$ cat src/rtl/wisc_pkg.sv
// Shared definitions for the WISC pipeline: opcodes, fetch FSM encoding and
// the instruction/PC pair carried between fetch, the skid entry and IF/ID.
package wisc_pkg;

  localparam logic [4:0] OP_HALT = 5'b00000;
  localparam logic [4:0] OP_NOP  = 5'b00001;
  localparam logic [4:0] OP_J    = 5'b00100;
  localparam logic [4:0] OP_JR   = 5'b00101;
  localparam logic [4:0] OP_JAL  = 5'b00110;
  localparam logic [4:0] OP_JALR = 5'b00111;
  localparam logic [4:0] OP_STU  = 5'b10011;

  localparam logic [15:0] NOP_INSTR = 16'h0800;

  typedef enum logic [2:0] {
    FS_REQ   = 3'd0,
    FS_WAIT  = 3'd1,
    FS_HOLD  = 3'd2,
    FS_DRAIN = 3'd3,
    FS_HALT  = 3'd4
  } fetch_state_e;

  typedef struct packed {
    logic [15:0] instr;
    logic [15:0] inc_pc;
  } fetch_pair_t;

  function automatic logic is_halt(input logic [15:0] instr, input logic [4:0] halt_op);
    return instr[15:11] == halt_op;
  endfunction

endpackage

$ cat src/rtl/if_id_skid.sv
// One-entry skid buffer that parks a fetched instruction while decode stalls.
// Clear has priority over load, load over drain.
module if_id_skid
  import wisc_pkg::*;
(
  input  logic        clk,
  input  logic        rst_n,
  input  logic        load_i,
  input  logic        drain_i,
  input  logic        clear_i,
  input  fetch_pair_t data_i,
  output fetch_pair_t data_o,
  output logic        valid_o
);

  fetch_pair_t data_q, data_d;
  logic        valid_q, valid_d;

  always_comb begin
    // NOTE: every always_comb output gets a default first so no path infers a latch.
    data_d  = data_q;
    valid_d = valid_q;
    if (clear_i) begin
      data_d  = '0;
      valid_d = 1'b0;
    end else if (load_i) begin
      data_d  = data_i;
      valid_d = 1'b1;
    end else if (drain_i) begin
      valid_d = 1'b0;
    end
  end

  // NOTE: a single-entry buffer is plain flops, so its payload is reset too;
  // larger RAM-style storage would reset only the valid bit.
  always_ff @(posedge clk or negedge rst_n) begin
    if (!rst_n) begin
      data_q  <= '0;
      valid_q <= 1'b0;
    end else begin
      data_q  <= data_d;
      valid_q <= valid_d;
    end
  end

  assign data_o  = data_q;
  assign valid_o = valid_q;

endmodule

$ cat src/rtl/fetch_stage.sv
// IF stage and IF/ID register: owns the PC, talks to a multi-cycle instruction
// memory, absorbs decode stalls via a skid entry and squashes on redirect.
module fetch_stage #(
  parameter logic [15:0] RESET_PC  = 16'h0000,
  parameter logic [15:0] NOP_INSTR = wisc_pkg::NOP_INSTR,
  parameter logic [4:0]  HALT_OP   = 5'b00000
) (
  input  logic        clk,
  input  logic        rst_n,
  input  logic        stall_decode,
  input  logic        flush_fetch,
  input  logic [15:0] branch_target,
  output logic        imem_req,
  output logic [15:0] imem_addr,
  input  logic [15:0] imem_rdata,
  input  logic        imem_done,
  output logic [15:0] instr_IF_ID,
  output logic [15:0] inc_pc_IF_ID,
  output logic        valid_IF_ID,
  output logic        halted
);

  import wisc_pkg::*;

  fetch_state_e state_q, state_d;
  logic [15:0]  pc_q, pc_d;
  logic [15:0]  instr_q, instr_d;
  logic [15:0]  inc_q, inc_d;
  logic         valid_q, valid_d;

  logic         skid_load, skid_drain, skid_clear, skid_valid;
  fetch_pair_t  skid_in, skid_out;

  logic [15:0]  pc_plus2;
  logic [15:0]  target;
  logic         req_raw;

  assign pc_plus2 = pc_q + 16'd2;
  assign target   = {branch_target[15:1], 1'b0};
  assign skid_in  = '{instr: imem_rdata, inc_pc: pc_plus2};

  if_id_skid u_skid (
    .clk     (clk),
    .rst_n   (rst_n),
    .load_i  (skid_load),
    .drain_i (skid_drain),
    .clear_i (skid_clear),
    .data_i  (skid_in),
    .data_o  (skid_out),
    .valid_o (skid_valid)
  );

  always_comb begin
    state_d    = state_q;
    pc_d       = pc_q;
    instr_d    = instr_q;
    inc_d      = inc_q;
    valid_d    = valid_q;
    skid_load  = 1'b0;
    skid_drain = 1'b0;
    skid_clear = 1'b0;
    req_raw    = 1'b0;

    // Decode consumes IF/ID whenever it is not stalled; without a new
    // instruction the register turns into a bubble.
    if (!stall_decode) begin
      instr_d = NOP_INSTR;
      valid_d = 1'b0;
    end

    unique case (state_q)
      FS_REQ, FS_WAIT: begin
        // REQ doubles as a completion cycle for zero-wait memories.
        req_raw = (state_q == FS_WAIT) || !flush_fetch;
        if (imem_done) begin
          pc_d = pc_plus2;
          if (stall_decode) begin
            skid_load = 1'b1;
            state_d   = FS_HOLD;
          end else begin
            instr_d = imem_rdata;
            inc_d   = pc_plus2;
            valid_d = 1'b1;
            state_d = is_halt(imem_rdata, HALT_OP) ? FS_HALT : FS_REQ;
          end
        end else if (state_q == FS_REQ) begin
          state_d = FS_WAIT;
        end
      end
      FS_HOLD: begin
        if (!stall_decode && skid_valid) begin
          instr_d    = skid_out.instr;
          inc_d      = skid_out.inc_pc;
          valid_d    = 1'b1;
          skid_drain = 1'b1;
          state_d    = is_halt(skid_out.instr, HALT_OP) ? FS_HALT : FS_REQ;
        end
      end
      FS_DRAIN: begin
        if (imem_done) state_d = FS_REQ;
      end
      FS_HALT: ;
      default: state_d = FS_REQ;
    endcase

    if (flush_fetch) begin
      instr_d    = NOP_INSTR;
      inc_d      = 16'h0000;
      valid_d    = 1'b0;
      skid_load  = 1'b0;
      skid_drain = 1'b0;
      skid_clear = 1'b1;
      pc_d       = target;
      // An access still in flight must have its response swallowed.
      if ((state_q == FS_WAIT || state_q == FS_DRAIN) && !imem_done)
        state_d = FS_DRAIN;
      else
        state_d = FS_REQ;
    end
  end

  // NOTE: sequential state uses non-blocking assignments so every flop samples
  // pre-edge values regardless of process ordering.
  always_ff @(posedge clk or negedge rst_n) begin
    if (!rst_n) begin
      state_q <= FS_REQ;
      pc_q    <= {RESET_PC[15:1], 1'b0};
      instr_q <= NOP_INSTR;
      inc_q   <= 16'h0000;
      valid_q <= 1'b0;
    end else begin
      state_q <= state_d;
      pc_q    <= pc_d;
      instr_q <= instr_d;
      inc_q   <= inc_d;
      valid_q <= valid_d;
    end
  end

  // Reset leaves the FSM in REQ; the request is held off until rst_n releases.
  assign imem_req     = req_raw && rst_n;
  assign imem_addr    = {pc_q[15:1], 1'b0};
  assign instr_IF_ID  = instr_q;
  assign inc_pc_IF_ID = inc_q;
  assign valid_IF_ID  = valid_q;
  assign halted       = (state_q == FS_HALT);

endmodule

$ cat config.mk
export PLATFORM = sky130hd
export DESIGN_NAME = fetch_stage
export DESIGN_NICKNAME = d
export VERILOG_FILES = /design/src/rtl/wisc_pkg.sv /design/src/rtl/if_id_skid.sv /design/src/rtl/fetch_stage.sv
export SDC_FILE = /design/constraint.sdc
export NUM_CORES = 1
export LEC_CHECK = 0
export CAP_MARGIN = 20
export CORE_MARGIN = 5
export CORE_UTILIZATION = 51
export DETAILED_ROUTE_END_ITERATION = 10
export PLACE_DENSITY = 0.78
export SYNTH_ARGS = -nofsm -noshare
export SYNTH_HDL_FRONTEND = slang
export SYNTH_HIERARCHICAL = 1
export SYNTH_SLANG_ARGS = --single-unit
export TNS_END_PERCENT = 30
$ cat constraint.sdc
create_clock -name clk -period 3 [get_ports clk]
set_clock_uncertainty 0.2 [all_clocks]
set_input_delay 0.6 -clock clk [delete_from_list [all_inputs] [get_ports clk]]
set_output_delay 0.6 -clock clk [all_outputs]
set_load 0.02 [all_outputs]
# Word-level counts from Yosys, hierarchy flattened
# Index checks and enable logic that the tools add are counted.
# totals
register_bits	85
latchBits	0
mem_bits_rw	0
rom_bits	0
input_bits	37
out_inout_bits	51
elab_cells	83
n_memories	0
# op_classes
add_sub_neg	1
multipliers	0
n_div	0
magnitude_cmp	0
eq_ne	10
n_shift	0
n_mux	44
n_bitwise	0
n_reduce_logical	20
# ops
operator	n
$mux 16	12
$mux 32	2
$pmux 16 s2	2
$mux 3	8
$mux 1	17
$add 16x2->16 const B	1
$ne 3x3->1 const B	4
$pmux 3 s4	1
$logic_not 5->1	2
$reduce_and 4->1	2
$eq 3x2->1 const B	2
$reduce_bool 2->1	3
$reduce_bool 3->1	2
$ne 4x4->1 const B	1
$eq 3x1->1 const B	1
$eq 3x3->1 const B	1
$logic_and 1x1->1	3
$logic_not 1->1	3
$logic_not 3->1	1
$logic_or 1x1->1	2
$mux 2	1
$ne 2x2->1 const B	1
$pmux 1 s2	1
$reduce_and 2->1	1
$reduce_or 2->1	1

# Longest topological paths before layout
# Gate-level depths: netlist of the first run.
# logic_depth
ltp_word	8
mapped_depth	8
depth_no_buf	7

# Hierarchy
# Netlist of the first run, hierarchy kept.
# by_module_without_submodules
module	n_inst	cells_each	area_each_um2	seq_area_each_um2
fetch_stage	1	304	2869.0	1277.5
if_id_skid	1	108	1370.1	825.8

# Least setup slack after synthesis of the first run
# Ideal clock, no wire load.
# synth_path
path_kind	input to output
start	input flush_fetch
end	output imem_req
arrival_ns	1.791
required_ns	2.200
slack_ns	0.409
cell_stages	5
path_cell_list	clkbuf_1 clkbuf_1 inv_1 clkbuf_1 o211a_1
# synth_between
elab_chain_cells	4
# synth_lines
element	line_no	source
start: declaration	fetch_stage.sv:11	input logic flush_fetch,
$logic_not 1->1	fetch_stage.sv:74	req_raw = (state_q == FS_WAIT) || !flush_fetch;
$logic_or 1x1->1	fetch_stage.sv:74	
$mux 1	fetch_stage.sv:71	unique case (state_q)
$logic_and 1x1->1	fetch_stage.sv:141	assign imem_req = req_raw && rst_n;
end: declaration	fetch_stage.sv:13	output logic imem_req,
# No other way between the ends.

# Final worst setup path of the first run
# layout_path
start	register state_q[2]
end	output halted
# layout_between
elab_chain_cells	1
# layout_lines
element	line_no	source
start: declaration	fetch_stage.sv:25	fetch_state_e state_q, state_d;
start signal: assignment	fetch_stage.sv:132	state_q <= state_d;
$eq 3x3->1	fetch_stage.sv:146	assign halted = (state_q == FS_HALT);
end: declaration	fetch_stage.sv:20	output logic halted
# No other way between the ends.

==> metrics.log, run 1 <==
INFO  metric status = finished clean
INFO  metric r2r_slack = around 0.65 ns
INFO  metric worst_setup_hold_path_clk_slew = roughly 0.090 ns
INFO  metric height_of_the_die = ~100 um
INFO  metric portBuffers = 85
INFO  metric pwrdens = roughly 600 nW/um^2
INFO  metric die_area = 10240 sq um
INFO  metric worstRegToRegCells = 5
INFO  metric routedWlPerCell = ~17 um
INFO  metric n_antenna_cell = 0
INFO  metric crit_path_start_kind = flip-flop
INFO  metric dp_slack = between 0.08 and 0.09 ns
INFO  metric report.final.slew_viol_count = 0
INFO  metric finalWorstSetupSlack = between 0.2 and 0.3 ns
INFO  metric post_dp_hpwl = 7413 um
INFO  metric share_of_final_layout_standard_cells_stronger_than_drive_strength_1 = ~10%
INFO  metric finalWirelength = approximately 11000 um
INFO  metric worst_ep_arrival_time = just under 2 ns
INFO  metric setup_violations_final = 0
INFO  metric grt_antenna_before_repair = 0
INFO  metric chipWidth = roughly 100 um
INFO  metric synth.ff_latch_count = 84
INFO  metric design.final.nets = about 530
INFO  metric drt_iter0_drc = ~220
INFO  metric firstDrtPassIters = 8
INFO  metric worst_slew_margin_rel = between 40% and 50%
INFO  metric final-hold-violation-count = 0
INFO  metric num_io_pins = a little under 90
INFO  metric cts_inserted_buffers = 9
INFO  metric cts_tree = built
INFO  metric grt_pass1_wl = around 17000 um
INFO  metric synth_area_per_cell = about 10 sq um
INFO  metric dr_total_vias = 3446
INFO  metric crit_type = flip-flop to output port
INFO  metric clk_path_buf_depth = 2
INFO  metric remaining_drc_errors = 0
INFO  metric critical_register_to_register_path_startpoint = pc_q[1]
INFO  metric placed_cell_area = just over 5000 sq um
INFO  metric antenna_left = 0
INFO  metric asyncSetResetFlopFracSynth = 100.0%
INFO  metric synth_area_leader_cell = dfrtp_1
INFO  metric fillCellCount = roughly 700
INFO  metric irDropWorstVdd = between 300 and 400 uV
INFO  metric timing.fmax = 364.6 MHz
INFO  metric clk-insertion-delay-late = 0.34 ns
INFO  metric max_cap_violations = 0
INFO  metric htree_num_levels = 3
INFO  metric grt_start_max_net_pins = 50
INFO  metric period_minus_slack = 2.743 ns
INFO  metric final_cell_area = between 5000 and 6000 sq um
INFO  metric cts_hold_repair.buffers = 0
INFO  metric end_kind = output port
INFO  metric cts_repair_resize_count = 0
INFO  metric seq_area_frac_synth = between 40% and 50%
INFO  metric required = roughly 2.2 ns
INFO  metric setup-tns-final = 0 ns
INFO  metric core.rowCount = 33
INFO  metric dominantRegCellSynth = dfrtp_1
INFO  metric leakage = roughly 2.4 nW
INFO  metric synth.yosys.warnings = 6
INFO  metric synth.top_cell.area_share = 49.00%
INFO  metric syn-instance-count = between 400 and 500
INFO  metric synth_edf_count = 0
INFO  metric setup_repair_after_global_routing_missed_its_margin = no
INFO  metric area_delta_synth_final = 26.51%
INFO  metric worstMarginPinSlew = 0.7898 ns
INFO  metric min-delay-path-class = input pin to async pin
INFO  metric grt.overflow.total = 0
INFO  metric core-area = around 8200 sq um
INFO  metric clkSinkCount = 84
INFO  metric cts_root_buffer = clkbuf_8
INFO  metric drt-vias-per-instance = roughly 5.7
INFO  metric yosys.cell_types.count = between 60 and 70
INFO  metric final.period_utilization = 91.43%
INFO  metric critPathMaxFanout = 9
INFO  metric syn-cell-area = 4239 sq um
INFO  metric initial_core_util = 51.85%
INFO  metric grt_util_all_layers = between 20% and 30%
INFO  metric post-cts-setup-buffer-count = 0
INFO  metric gpl.final_weighted_congestion = 0.8666
INFO  metric post_synth_main_area_contributors = dfrtp_1, mux2i_1, nor2_1
INFO  metric first_global_vias = around 3500
INFO  metric worst_r2r_endpoint = pc_q[13]
-- layer usage --
metal,share of wire (%),global-route usage (%)
met3,8.3,5.234
met5,0,0
met1,42,28.00
met4,2.4,8.180
met2,47,33.75
-- cells in the mapped netlist, types with 2 or more instances --
library cell	count
a211o_1	3
a21oi_1	7
a222oi_1	14
a31oi_1	3
and2_1	3
and3_1	4
and4_1	4
buf_12	3
buf_2	10
clkbuf_1	12
clkbuf_2	2
dfrtp_1	83
inv_1	23
mux2i_1	38
nand2_1	30
nand2b_1	4
nand3_1	4
nand4_1	6
nor2_1	47
nor2b_1	5
nor3_1	10
nor4_1	4
o21a_1	4
o21ai_0	23
o22a_1	2
o31ai_1	5
or2_2	3
or3_1	2
or4_1	3
xnor2_1	17
xor2_1	3
-- kinds of logic (layout without fill, tap and decap cells) --
group	count (synthesis)	in the layout	share of synthesized area, %
AOI/OAI and AO/OA	73	73	12.54
xor gates and xnor gates	20	20	4.132
adders and majority gates	1	1	0.2951
buffers and inverters	52	139	6.375
DFF	84	84	49.62
muxes	38	38	8.973
other	1	2	0.08846
and+or+nand+nor	143	143	17.98
-- per-stage QoR --
| step | util (%) | hold WS [ns] | total power, mW | std cells |
|---|---|---|---|---|
| after detailed placement | 63.44 | 0.2724 | 2.477 | 590 |
| after global placement | 63.44 | 0.2672 | 2.449 | 590 |
| final | 65.60 | 0.1253 | 3.190 | 605 |
| after global routing | 65.60 | 0.1435 | 3.365 | 605 |
| after floorplan | - | 0.1044 | 2.040 | 413 |
| after CTS | 65.60 | 0.1283 | 3.203 | 605 |
-- critical path, stage by stage (launching register included) --
cell and delay, ns:
dfrtp_1 0.50, nor2b_1 0.21, nor2b_1 0.23, clkdlybuf4s50_1 0.67
-- power by group --
part | total, mW | internal [mW] | switching, mW
clock | 0.729 | 0.339 | 0.390
sequential | 1.41 | 1.26 | 0.141
combinational | 1.06 | 0.485 | 0.570
total | 3.19 | 2.09 | 1.10
-- worst max path at each step --
stage / startpoint / end / slack, ns / cells after the start
floorplan: flush_fetch / imem_req / 0.41 / 5
global placement: stall_decode / inc_pc_IF_ID[10] / 0.19 / 5
detailed placement: stall_decode / inc_pc_IF_ID[10] / 0.08 / 5
CTS: state_q[2] / halted / 0.26 / 3
global route: state_q[2] / halted / 0.09 / 3
finish: state_q[2] / halted / 0.26 / 3
-- sequential cells by signal (all words and copies together) (netlist names) --
name,flops
valid_IF_ID,1
u_skid/valid_o,1
instr_IF_ID,16
u_skid/data_o,32
pc_q,15
state_q,3
inc_pc_IF_ID,16
-- cell usage in the layout (no fill, tap or decap), types with 2 or more instances in the layout --
cell	Yosys	routed
dfrtp_1	83	83
clkdlybuf4s50_1	0	83
nor2_1	47	46
mux2i_1	38	38
nand2_1	30	30
inv_1	23	23
o21ai_0	23	23
xnor2_1	17	17
buf_4	1	15
a222oi_1	14	14
clkbuf_8	0	11
nor3_1	10	10
a21oi_1	7	7
nand4_1	6	6
nor2b_1	5	5
o31ai_1	5	5
nor4_1	4	4
and4_1	4	4
and3_1	4	4
nand3_1	4	4
o21a_1	4	4
nand2b_1	4	4
xor2_1	3	3
or2_2	3	3
and2_1	3	3
a211o_1	3	3
a31oi_1	3	3
or4_1	3	3
o22a_1	2	2
or3_1	2	2
conb_1	1	2
clkinvlp_4	0	2
clkinv_2	0	2
buf_12	3	2
-- area by class of cell --
cell class / count / area (sq um) / share of cell area, %
Sequential cell: 84 / 2103 / 39.22
Multi-Input combinational cell: 277 / 1877 / 35.00
Timing Repair Buffer: 101 / 988.4 / 18.43
Clock buffer: 11 / 151.4 / 2.823
Tap cell: 105 / 131.4 / 2.450
Inverter: 23 / 86.33 / 1.610
Clock inverter: 4 / 25.02 / 0.4666
No activity file was read; power rests on OpenSTA's default activity.
==> run 2, diff against run 1 <==
--- a/config.mk
+++ b/config.mk
@@ -7,9 +7,10 @@
 export LEC_CHECK = 0
 export CAP_MARGIN = 20
 export CORE_MARGIN = 5
-export CORE_UTILIZATION = 51
+export CORE_UTILIZATION = 33
 export DETAILED_ROUTE_END_ITERATION = 10
-export PLACE_DENSITY = 0.78
+export HOLD_SLACK_MARGIN = 0.03
+export PLACE_DENSITY = 0.54
 export SYNTH_ARGS = -nofsm -noshare
 export SYNTH_HDL_FRONTEND = slang
 export SYNTH_HIERARCHICAL = 1
==> run 2 against run 1 <==
  * Via count fell by 1.8%
  * Die area increased by 49%
  * Sequential power hardly changed
  * Critical endpoint unchanged
==> metrics.log, run 2 (same netlist as run 1, synthesis figures left out) <==
INFO  metric status = finished clean
INFO  metric cts_repair_resize_count = 0 (unchanged)
INFO  metric most-common-layout-cells = dfrtp_1, clkdlybuf4s50_1, nor2_1
INFO  metric dr_total_vias = 3383 (-1.8%)
INFO  metric share_comb_of_total_power = 29.5% (-3.6 points)
INFO  metric clk-insertion-delay-late = 0.33 ns (about the same)
INFO  metric worst_setup_hold_path_clk_slew = 0.06 ns (-0.03 ns)
INFO  metric cts_tree = built
INFO  metric core-area = 12620 sq um (+54%)
INFO  metric cpPeakStageDelay = 0.63 ns (-0.04 ns)
INFO  metric grt_util_all_layers = 16.16% (-5.0 points)
INFO  metric r2r_slack = 0.74 ns (+0.09 ns)
INFO  metric worst_ep_arrival_time = 1.85 ns (-0.09 ns)
INFO  metric seq_power_share = 38.6% (-5.5 points)
INFO  metric dp_slack = 0.2315 ns (+0.1476 ns)
INFO  metric fillCellCount = 1240 (+80%)
INFO  metric cts_hold_repair.buffers = 0 (unchanged)
INFO  metric drt_iter0_drc = 313 (+40%)
INFO  metric initial_core_util = 33.59% (-18 points)
INFO  metric portBuffers = 85 (unchanged)
INFO  metric pwrdens = 653.0 nW/um^2 (+9.8%)
INFO  metric cts_root_buffer = clkbuf_16
INFO  metric design.final.nets = 533 (-0.19%)
INFO  metric worst_slew_margin_rel = 61.02% (+14 points)
INFO  metric worstMarginPinSlew = 0.5847 ns (-0.2051 ns)
INFO  metric num_io_pins = 88 (unchanged)
INFO  metric p_clk_share = 31.9% (+9.0 points)
INFO  metric drt-vias-per-instance = 5.034 (-12%)
INFO  metric clk_path_buf_depth = 2 (unchanged)
INFO  metric chipWidth = 123.3 um (+22%)
INFO  metric firstDrtPassIters = 5 (-3)
INFO  metric leakage = 2.435 nW (+2.6%)
INFO  metric cts_inserted_buffers = 9 (unchanged)
INFO  metric area_delta_synth_final = 31.11%
INFO  metric required = 2.20 ns (about the same)
INFO  metric clkSinkCount = 84 (unchanged)
INFO  metric internal_power = 2.468 mW (+18%)
INFO  metric setup_violations_final = 0 (unchanged)
INFO  metric fin_hold_ws = 0.1999 ns (+0.07464 ns)
INFO  metric max_cap_violations = 0 (unchanged)
INFO  metric remaining_drc_errors = 0 (unchanged)
INFO  metric htree_num_levels = 3 (unchanged)
INFO  metric min-delay-path-class = input pin to async pin
INFO  metric netSwitchingFraction = 31.99% (-2.6 points)
INFO  metric period_minus_slack = 2.653 ns (-0.09025 ns)
INFO  metric worstPathBufferInverterCount = 1 (unchanged)
INFO  metric post_dp_hpwl = 7968 um (+7.5%)
INFO  metric irDropWorstVdd = 256.0 uV (-22%)
INFO  metric die_area = 15210 sq um (+49%)
INFO  metric critPathMaxFanout = 9 (unchanged)
INFO  metric share_of_final_layout_standard_cells_stronger_than_drive_strength_1 = 9.820% (-0.18 points)
INFO  metric grt_start_max_net_pins = 46 (-8.0%)
INFO  metric first_global_vias = 3571 (+1.9%)
INFO  metric routedWlPerCell = 16.94 um (-2.5%)
INFO  metric worst_path_most_repeated_cell = nor2b_1
INFO  metric end_kind = output port
INFO  metric timing.fmax = 377.0 MHz (+3.4%)
INFO  metric height_of_the_die = 123.3 um (+22%)
INFO  metric power_switching = 1.161 mW (+5.4%)
INFO  metric final-hold-violation-count = 0 (unchanged)
INFO  metric report.final.slew_viol_count = 0 (unchanged)
INFO  metric setup-tns-final = 0 ns (unchanged)
INFO  metric grt.overflow.total = 0 (unchanged)
INFO  metric largest_reg_flops = 32 (unchanged)
INFO  metric final_cell_area = 5558 sq um (+3.6%)
INFO  metric placed_cell_area = 5250 sq um (+1.2%)
INFO  metric worstRegToRegCells = 5 (unchanged)
INFO  metric gpl.final_weighted_congestion = 0.7801 (-10%)
INFO  metric antenna_left = 0 (unchanged)
INFO  metric grt_pass1_wl = 19020 um (+10%)
INFO  metric crit_type = flip-flop to output port
INFO  metric worst_r2r_endpoint = pc_q[13]
INFO  metric cpLargestDelayFamily = buffers and inverters
INFO  metric critical_register_to_register_path_startpoint = pc_q[2]
INFO  metric crit_path_start_kind = flip-flop
INFO  metric grt_antenna_before_repair = 0 (unchanged)
INFO  metric core.rowCount = 41 (+24%)
INFO  metric finalWirelength = 11380 um (+8.3%)
INFO  metric finalWorstSetupSlack = 0.3474 ns (+0.09025 ns)
INFO  metric cp_cell_sequence = nor2b_1 -> nor2b_1 -> clkdlybuf4s50_1
INFO  metric cpMaxStageDelayCell = clkdlybuf4s50_1
INFO  metric setup_repair_after_global_routing_missed_its_margin = no
INFO  metric final.period_utilization = 88.42% (-3.0 points)
INFO  metric post-cts-setup-buffer-count = 0 (unchanged)
## run 2: cell types whose count changed in the layout (fill, tap and decap cells not counted)
| cell | change |
|---|---|
| clkbuf_16 | +9 |
| diode_2 | +1 |
| clkinv_2 | +2 |
| clkbuf_8 | -11 |
| buf_12 | -1 |
| clkinvlp_4 | -2 |
| bufinv_16 | +2 |
## run 2: final cells by class
cell class                 instances  area (sq um)  share of cell area [%]
clock buffer                       9         225.2                   4.052
tap                              172         215.2                   3.872
multi-input combinational        277          1877                   33.77
inverter                          23         86.33                   1.553
timing repair buffer             100         968.4                   17.42
sequential                        84          2103                   37.84
clock inverter                     6         80.08                   1.441
antenna                            1         2.502                 0.04502
## run 2: stage by stage
stage / instances / utilization, % / power, mW
2_1_floorplan: 413 / - / 2.040
3_3_place_gp: 656 / 41.60 / 2.483
3_5_place_dp: 656 / 41.60 / 2.504
4_1_cts: 671 / 44.02 / 3.689
5_1_grt: 671 / 44.02 / 3.836
6_report: 672 / 44.04 / 3.629
## run 2: routing by layer
metal | part of all wire, % | vias up | GRT usage [%] | wire length [um]
met4 | 1.1 | 0 | 4.429 | 123
met2 | 45 | 109 | 25.11 | 5081
met5 | 0 | - | 0 | 0
met3 | 8.8 | 9 | 5.672 | 1004
met1 | 45 | 1638 | 21.46 | 5173
li1 | - | 1627 | - | -
## run 2: power groups by stage
stage          Combinational (mW)  Clock (mW)  Sequential (mW)
3_5_place_dp                 1.08           0             1.42
3_3_place_gp                 1.07           0             1.42
4_1_cts                      1.09        1.20             1.40
6_report                     1.07        1.16             1.40
5_1_grt                      1.17        1.24             1.43
2_1_floorplan               0.552           0             1.49
## run 2: worst max path at each step
stage / start / end / slack (ns) / cells after the start
floorplan: flush_fetch / imem_req / 0.41 / 5
global placement: stall_decode / state_q[2] / 0.31 / 5
detailed placement: stall_decode / state_q[2] / 0.23 / 5
CTS: state_q[2] / halted / 0.31 / 3
global route: state_q[2] / halted / 0.22 / 3
finish: state_q[2] / halted / 0.35 / 3
==> run 3, diff against run 2 <==
--- a/config.mk
+++ b/config.mk
@@ -11,6 +11,7 @@
 export DETAILED_ROUTE_END_ITERATION = 10
 export HOLD_SLACK_MARGIN = 0.03
 export PLACE_DENSITY = 0.54
+export SETUP_SLACK_MARGIN = 0.3
 export SYNTH_ARGS = -nofsm -noshare
 export SYNTH_HDL_FRONTEND = slang
 export SYNTH_HIERARCHICAL = 1
==> run 3 against run 2 <==
  * Global-route usage unchanged
  * Die area unchanged
  * Fmax up 2.0%
  * Sequential power about the same
  * First-iteration DRC count unchanged
  * Via count is essentially flat
  * Sequential cell count is the same
  * Sequential share of layout area about the same
  * Worst setup slack better by 0.052 ns
==> metrics.log, run 3 (same netlist as run 1, synthesis figures left out) <==
INFO  metric critical_register_to_register_path_startpoint = pc_q[2]
INFO  metric post_dp_hpwl = 7968 um (unchanged)
INFO  metric grt_start_max_net_pins = 46 (unchanged)
INFO  metric max_cap_violations = 0 (unchanged)
INFO  metric pwrdens = 652.6 nW/um^2 (about the same)
INFO  metric final-hold-violation-count = 0 (unchanged)
INFO  metric worst_ep_arrival_time = 1.80 ns (-0.05 ns)
INFO  metric setup-tns-final = 0 ns (unchanged)
INFO  metric worstMarginPinSlew = 0.5851 ns (+0.0004002 ns)
INFO  metric area_delta_synth_final = 31.20% (about the same)
INFO  metric min-delay-path-class = input pin to async pin
INFO  metric htree_num_levels = 3 (unchanged)
INFO  metric critPathCapture = imem_req
INFO  metric initial_core_util = 33.59% (unchanged)
INFO  metric drt_iter0_drc = 313 (unchanged)
INFO  metric required = 2.20 ns (about the same)
INFO  metric final.period_utilization = 86.70% (-1.7 points)
INFO  metric finalWirelength = 11390 um (about the same)
INFO  metric gpl.final_weighted_congestion = 0.7801 (unchanged)
INFO  metric clk-insertion-delay-late = 0.33 ns (about the same)
INFO  metric most-common-layout-cells = dfrtp_1, clkdlybuf4s50_1, nor2_1
INFO  metric seq_power_share = 38.6% (about the same)
INFO  metric design.final.nets = 533 (unchanged)
INFO  metric grt_pass1_wl = 19020 um (unchanged)
INFO  metric routedWlPerCell = 16.95 um (about the same)
INFO  metric share_of_final_layout_standard_cells_stronger_than_drive_strength_1 = 10.02% (+0.20 points)
INFO  metric setup_violations_final = 0 (unchanged)
INFO  metric end_kind = output port
INFO  metric portBuffers = 85 (unchanged)
INFO  metric die_area = 15210 sq um (unchanged)
INFO  metric leakage = 2.452 nW (+0.67%)
INFO  metric clk_path_buf_depth = 2 (unchanged)
INFO  metric crit_path_start_kind = flip-flop
INFO  metric crit_type = flip-flop to output port
INFO  metric num_io_pins = 88 (unchanged)
INFO  metric first_global_vias = 3571 (unchanged)
INFO  metric firstDrtPassIters = 5 (unchanged)
INFO  metric core.rowCount = 41 (unchanged)
INFO  metric power_switching = 1.161 mW (about the same)
INFO  metric worst_setup_hold_path_clk_slew = 0.06 ns (about the same)
INFO  metric placed_cell_area = 5250 sq um (unchanged)
INFO  metric remaining_drc_errors = 0 (unchanged)
INFO  metric period_minus_slack = 2.601 ns (-0.05155 ns)
INFO  metric post-cts-setup-buffer-count = 0 (unchanged)
INFO  metric cts_inserted_buffers = 9 (unchanged)
INFO  metric grt.overflow.total = 0 (unchanged)
INFO  metric netSwitchingFraction = 31.98% (about the same)
INFO  metric share_comb_of_total_power = 29.5% (about the same)
INFO  metric antenna_left = 0 (unchanged)
INFO  metric cpMaxStageDelayCell = clkdlybuf4s50_1
INFO  metric height_of_the_die = 123.3 um (unchanged)
INFO  metric setup_repair_after_global_routing_missed_its_margin = no
INFO  metric report.final.slew_viol_count = 0 (unchanged)
INFO  metric r2r_slack = 0.74 ns (about the same)
INFO  metric grt_util_all_layers = 16.16% (unchanged)
INFO  metric irDropWorstVdd = 256.0 uV (about the same)
INFO  metric internal_power = 2.469 mW (about the same)
INFO  metric worstRegToRegCells = 5 (unchanged)
INFO  metric p_clk_share = 31.9% (about the same)
INFO  metric clkSinkCount = 84 (unchanged)
INFO  metric timing.fmax = 384.5 MHz (+2.0%)
INFO  metric cts_root_buffer = clkbuf_16
INFO  metric drt-vias-per-instance = 5.037 (about the same)
INFO  metric cts_tree = built
INFO  metric dr_total_vias = 3385 (+0.059%)
INFO  metric setup.worst_path.start = state_q[1]
INFO  metric cp_cell_sequence = nor2_1 -> o211a_1 -> clkdlybuf4s50_1
INFO  metric grt_antenna_before_repair = 0 (unchanged)
INFO  metric status = finished clean
INFO  metric cpPeakStageDelay = 0.61 ns (-0.02 ns)
INFO  metric worst_r2r_endpoint = pc_q[13]
INFO  metric final_cell_area = 5562 sq um (about the same)
INFO  metric worst_slew_margin_rel = 60.99% (about the same)
INFO  metric core-area = 12620 sq um (unchanged)
INFO  metric chipWidth = 123.3 um (unchanged)
INFO  metric largest_reg_flops = 32 (unchanged)
INFO  metric critPathMaxFanout = 10 (+1)
run 3: cell types whose count changed in the layout (fill, tap and decap cells not counted):
cell,previous run,this run
clkdlybuf4s50_1,83,82
dfrtp_2,0,1
dfrtp_1,83,82
dlymetal6s2s_1,0,1
run 3: area by class of cell:
cell class,count,area (sq um)
antenna,1,2.502
tap,172,215.2
timing repair buffer,100,970.9
clock inverter,6,80.08
inverter,23,86.33
fill,1240,7058
sequential,84,2105
multi-input combinational,277,1877
clock buffer,9,225.2
run 3: power by group through the flow:
stage               registers [mW]  clock network, mW  logic, mW
global placement              1.42                  0       1.07
finish                        1.40               1.16       1.07
detailed placement            1.42                  0       1.08
CTS                           1.40               1.20       1.09
floorplan                     1.49                  0      0.552
global route                  1.43               1.24       1.17
run 3: worst min-delay path by stage:
stage | depth (start not counted) | from | slack (ns) | endpoint
after floorplan | 0 | rst_n | 0.10 | inc_pc_IF_ID[0]
after global placement | 2 | valid_IF_ID | 0.27 | valid_IF_ID
after detailed placement | 2 | valid_IF_ID | 0.27 | valid_IF_ID
after CTS | 2 | rst_n | 0.23 | pc_q[5]
after global routing | 2 | rst_n | 0.26 | pc_q[5]
final | 2 | rst_n | 0.20 | pc_q[5]
run 3: critical path: cells and delay by family (launching register included):
family	cells	cell delay (ns)
compound gates	1	0.20
buf+inv	1	0.61
flops	1	0.47
simple gates	1	0.19
run 3: routing by layer:
metal	GRT usage, %	up-vias	routed length (um)
met5	0	-	0
met4	4.429	0	123
met3	5.672	9	1014
met2	25.11	107	5090
met1	21.46	1642	5164
li1	-	1627	-
run 3: through the flow:
step / power, mW / setup WS [ns] / hold slack [ns] / cells / utilization, %
3_3_place_gp: 2.483 / 0.3063 / 0.2697 / 656 / 41.60
2_1_floorplan: 2.040 / 0.4091 / 0.1044 / 413 / -
6_report: 3.629 / 0.3989 / 0.2003 / 672 / 44.07
4_1_cts: 3.689 / 0.3080 / 0.2288 / 671 / 44.02
3_5_place_dp: 2.504 / 0.2315 / 0.2682 / 656 / 41.60
5_1_grt: 3.836 / 0.3486 / 0.2564 / 671 / 44.05
run 3: timing repair:
action	4_1_cts	5_1_grt
endpoints found under the setup margin	0	1
endpoints found under the hold margin	0	0
gates resized for setup	0	2
hold buffers	0	0
==> edit 1, RTL diff (flow settings as in run 1) <==
Register the input `branch_target` before use. The logic sees it one clock later. The other inputs are not delayed to match.
--- a/src/rtl/fetch_stage.sv
+++ b/src/rtl/fetch_stage.sv
@@ -22,6 +22,12 @@
 
   import wisc_pkg::*;
 
+  logic [15:0] branch_target_q;
+
+  always_ff @(posedge clk) begin
+    branch_target_q <= branch_target;
+  end
+
   fetch_state_e state_q, state_d;
   logic [15:0]  pc_q, pc_d;
   logic [15:0]  instr_q, instr_d;
@@ -36,7 +42,7 @@
   logic         req_raw;
 
   assign pc_plus2 = pc_q + 16'd2;
-  assign target   = {branch_target[15:1], 1'b0};
+  assign target   = {branch_target_q[15:1], 1'b0};
   assign skid_in  = '{instr: imem_rdata, inc_pc: pc_plus2};
 
   if_id_skid u_skid (
Check against the original RTL: not equivalent (Yosys sat finds a counterexample within 4 cycles, from zero or initial values and one cycle with rst_n low).
==> edit 1 against run 1 <==
- power fell by 8.5%
- die area rose by 8.9%
- utilization fell by 0.39 points
- sequential cell count rose by 15
- cell area rose by 7.1%
- routed wire length rose by 5.5%
- setup slack improved by 0.12 ns
- area after synthesis rose by 9.9%
- via count rose by 6.8%
- highest routed layer unchanged
==> edit 1: results (changes against run 1) <==
* Internal at 2.01 mW (was 2.09 mW)
* Reg-to-Reg End: state_q[2] (was pc_q[13])
* Final wirelength at 11,100 um (was 10,500 um)
* Max incr delay on CP at 0.60 ns (was 0.67 ns)
* Leakage at 2.46 nW (was 2.37 nW)
* Worst slew margin at 40.2% (was 47.3%)
* Clk Latency, worst-skew pair at 0.36 ns (was 0.34 ns)
* Run status: complete, no violations (unchanged)
* Share of layout cells above drive strength 1 at 8.71% (was 10.0%)
* Worst hold path type: flip-flop to flip-flop (was input pin to asynchronous set/reset pin)
* CTS Hold Bufs at 1 (was 0)
* Inverter count at 18 (was 23)
* Sequential cell count at 99 (was 84)
* #MultiIn Comb at 292 (was 277)
* Clock buffer count at 10 (was 11)
* Pin count of the biggest net entering global routing at 89 (was 50)
* Placer Congestion at 0.817 (was 0.867)
* Sequential cell power at 1.51 mW (was 1.41 mW)
* Crit Path Max Fanout at 10 (was 9)
* First-pass GRT wire length at 18,700 um (was 17,200 um)
* Clk cell area share at 2.96% (was 3.29%)
* Minimum hold slack at 0.231 ns (was 0.125 ns)
* Initial DRC count at 245 (was 224)
* Footprint of the multi-input gates at 1980 sq um (was 1880 sq um)
* FF-to-FF Start: state_q[2] (was pc_q[1])
* Fillers at 713 (was 689)
* Post-CTS setup buffer count at 0 (unchanged)
* Via/cell ratio at 5.78 (was 5.70)
* Worst Setup SP: state_q[1] (was state_q[2])
* Seq/Total Area, Yosys at 51.6% (was 49.6%)
* Synth top area cells: dfrtp_1, mux2i_1, dfxtp_1, nor2_1, xnor2_1 (was dfrtp_1, mux2i_1, nor2_1, xnor2_1, a222oi_1)
* Hold Path Origin: branch_target_q[10]
* Vias in the first global route at 3,637 (was 3,503)
* Highest clock rate at 381 MHz (was 365 MHz)
* Pre-antenna DRT Iters at 5 (was 8)
* DPL Wire Length at 7500 um (was 7410 um)
* VDD IR max at 0.265 mV (was 0.330 mV)
* Storage cell area at 2400 sq um (was 2100 sq um)
* Pre-CTS worst setup slack at 0.239 ns (was 0.0839 ns)
* Worst hold endpoint: pc_q[10]
* Met1 Usage GRT at 28.3% (was 28.0%)
* FFs w/ async S/R, synth at 84.8% (was 100%)
* Met3 Usage GRT at 3.18% (was 5.23%)
* Nonclk buf count at 103 (was 101)
* Metal-1 WL at 4850 um (was 4460 um)
* Hold Path Stages at 2
* Clock power frac at 26.2% (was 22.9%)
* GRT met2 Usage at 32.8% (was 33.8%)
* Synth cell count leaders: dfrtp_1, nor2_1, mux2i_1 (unchanged)
* Final Net Count at 561 (was 534)
* Met2 wire len at 5460 um (was 4920 um)
* Met3 wire len at 565 um (was 870 um)
* Non-clock buffering overhead at 17.1% (was 18.4%)
* GRT Overall Usage at 20.4% (was 21.2%)
* Distinct cells, synth at 54 (was 62)
edit 1: changes by cell type in the layout (fill, tap and decap cells not counted), sizes merged, moves of 5 or more:
cell    delta
nor3b     +14
nand3b     +6
nor3       +5
nor2      +13
o31ai      -6
o41ai      +5
nand3      +8
o21ai      -8
a221o      +7
mux2i      -5
inv        -5
dfxtp     +15
edit 1: stage by stage:
step | total power [mW] | cells | cell area (sq um)
after detailed placement | 2.18 | 619 | 5560
after global placement | 2.16 | 619 | 5560
after CTS | 2.94 | 636 | 5740
final | 2.92 | 636 | 5740
after floorplan | 1.90 | 441 | 4660
after global routing | 3.07 | 636 | 5740
edit 1: logic make-up after synthesis:
logic type	synth area share [%]
other	0.0805
XOR/XNOR	3.95
buffers and inverters	6.09
AND/OR/NAND/NOR	20.2
adder cells (fa/ha/maj)	0.268
flip-flops	51.6
AO/OA/AOI/OAI	10.8
multiplexers	7.09
==> edit 2, RTL diff (flow settings as in run 1) <==
Without the edit above. Re-encode `fetch_state_e` (5 states) as Gray code, 3 bits wide.
--- a/src/rtl/wisc_pkg.sv
+++ b/src/rtl/wisc_pkg.sv
@@ -13,11 +13,11 @@
   localparam logic [15:0] NOP_INSTR = 16'h0800;
 
   typedef enum logic [2:0] {
-    FS_REQ   = 3'd0,
-    FS_WAIT  = 3'd1,
-    FS_HOLD  = 3'd2,
-    FS_DRAIN = 3'd3,
-    FS_HALT  = 3'd4
+    FS_REQ   = 3'b000,
+    FS_WAIT  = 3'b001,
+    FS_HOLD  = 3'b011,
+    FS_DRAIN = 3'b010,
+    FS_HALT  = 3'b110
   } fetch_state_e;
 
   typedef struct packed {
Function: no difference found for any inputs over 4 cycles, from zero or initial values and one cycle with rst_n low; so few cycles prove little.
==> edit 2 against run 1 <==
- area after synthesis up 2.9%
- routed wire length up 4.3%
- setup slack worse by 0.10 ns
- cell area up 2.9%
- cell count up 2.3%
- sequential cell count unchanged
- power down 1.9%
- count of clock-buffer cells in the layout down 1
- combinational power down 21%
- largest cell class unchanged
==> edit 2: results (changes against run 1) <==
* Run status: complete, no violations (unchanged)
* First-pass GRT wire length at 18,300 um (was 17,200 um)
* CP Data Arrival Time at 2.04 ns (was 1.94 ns)
* Share of layout cells above drive strength 1 at 8.56% (was 10.0%)
* DPL Wire Length at 7610 um (was 7410 um)
* Fillers at 672 (was 689)
* Portion of netlist area occupied by mux cells at 9.95% (was 8.97%)
* Via/cell ratio at 5.86 (was 5.70)
* Post-Synth Adder-Cell Area at 0.287% (was 0.295%)
* Met3 Usage GRT at 6.28% (was 5.23%)
* Top delay family on crit path: flip-flops (was buffers and inverters)
* GRT met2 Usage at 36.9% (was 33.8%)
* Slowest CP cell: dfrtp_1 (was clkdlybuf4s50_1)
* Number of buffers added on ports at 85 (unchanged)
* Crit Path Max Fanout at 16 (was 9)
* Pre-antenna DRT Iters at 6 (was 8)
* Seq/Total Area, Yosys at 48.2% (was 49.6%)
* Sequential cell area share at 38.1% (was 39.2%)
* Pin count of the biggest net entering global routing at 60 (was 50)
* Seq pwr share at 43.6% (was 44.1%)
* Distinct cells, synth at 53 (was 62)
* Worst slew margin at 50.0% (was 47.3%)
* Clock buffer count at 10 (was 11)
* Combinational share of power at 26.9% (was 33.1%)
* GRT Overall Usage at 22.2% (was 21.2%)
* Clk cell area share at 4.06% (was 3.29%)
* Pre-CTS worst setup slack at 0.0997 ns (was 0.0839 ns)
* Non-clock buffering overhead at 18.1% (was 18.4%)
* VDD IR max at 0.322 mV (was 0.330 mV)
* Nonclk buf count at 102 (was 101)
* Placer Congestion at 0.886 (was 0.867)
* Leakage at 2.36 nW (was 2.37 nW)
* Max incr delay on CP at 0.64 ns (was 0.67 ns)
* Sequential cell count at 84 (unchanged)
* #MultiIn Comb at 291 (was 277)
* Met2 wire len at 5540 um (was 4920 um)
* Synth cell count leaders: dfrtp_1, nor2_1, mux2i_1 (unchanged)
* Routed len/inst at 17.7 um (was 17.4 um)
* Synth top area cells: dfrtp_1, mux2i_1, nor2_1, a222oi_1, xnor2_1 (was dfrtp_1, mux2i_1, nor2_1, xnor2_1, a222oi_1)
* Layout Utilization at 66.8% (was 65.6%)
* Metal-1 WL at 4340 um (was 4460 um)
* Met1 Usage GRT at 27.7% (was 28.0%)
* Area post-placement at 5300 sq um (was 5190 sq um)
* Footprint of the multi-input gates at 1980 sq um (was 1880 sq um)
* Clk Latency, worst-skew pair at 0.37 ns (was 0.34 ns)
* Inverter count at 21 (was 23)
* Vias in the first global route at 3,712 (was 3,503)
* Final Net Count at 547 (was 534)
* Synth Area in XOR/XNOR at 4.42% (was 4.13%)
* Compound-Gate Fraction of Synth Area at 13.5% (was 12.5%)
* Met3 wire len at 851 um (was 870 um)
* Switching Share at 32.7% (was 34.5%)
[edit 2: changes by cell type after synthesis, sizes merged, moves of 5 or more]
cell    delta
nand2b     +7
and4       -5
a22o       +5
nor2       +6
a32o      +11
xor2       +5
[edit 2: worst paths after layout]
check | from | depth (start not counted) | endpoint | slack (ns)
max in group asynchronous | rst_n | 3 | u_skid/data_o[20] | 1.50
hold reg to reg | instr_IF_ID[15] | 2 | instr_IF_ID[15] | 0.29
hold / removal | rst_n | 2 | pc_q[9] | 0.03
setup / recovery | state_q[1] | 3 | halted | 0.16
setup reg to reg | state_q[1] | 5 | pc_q[14] | 0.55
min in group clk | instr_IF_ID[15] | 2 | instr_IF_ID[15] | 0.29
[edit 2: through the flow]
step	hold slack, ns	instances	power [mW]	setup TNS [ns]
2_1_floorplan	0.104	430	1.87	0
3_3_place_gp	0.266	602	2.20	-0.0927
3_5_place_dp	0.277	603	2.23	0
4_1_cts	0.0414	619	3.14	0
5_1_grt	0.0578	619	3.28	0
6_report	0.0331	619	3.13	0
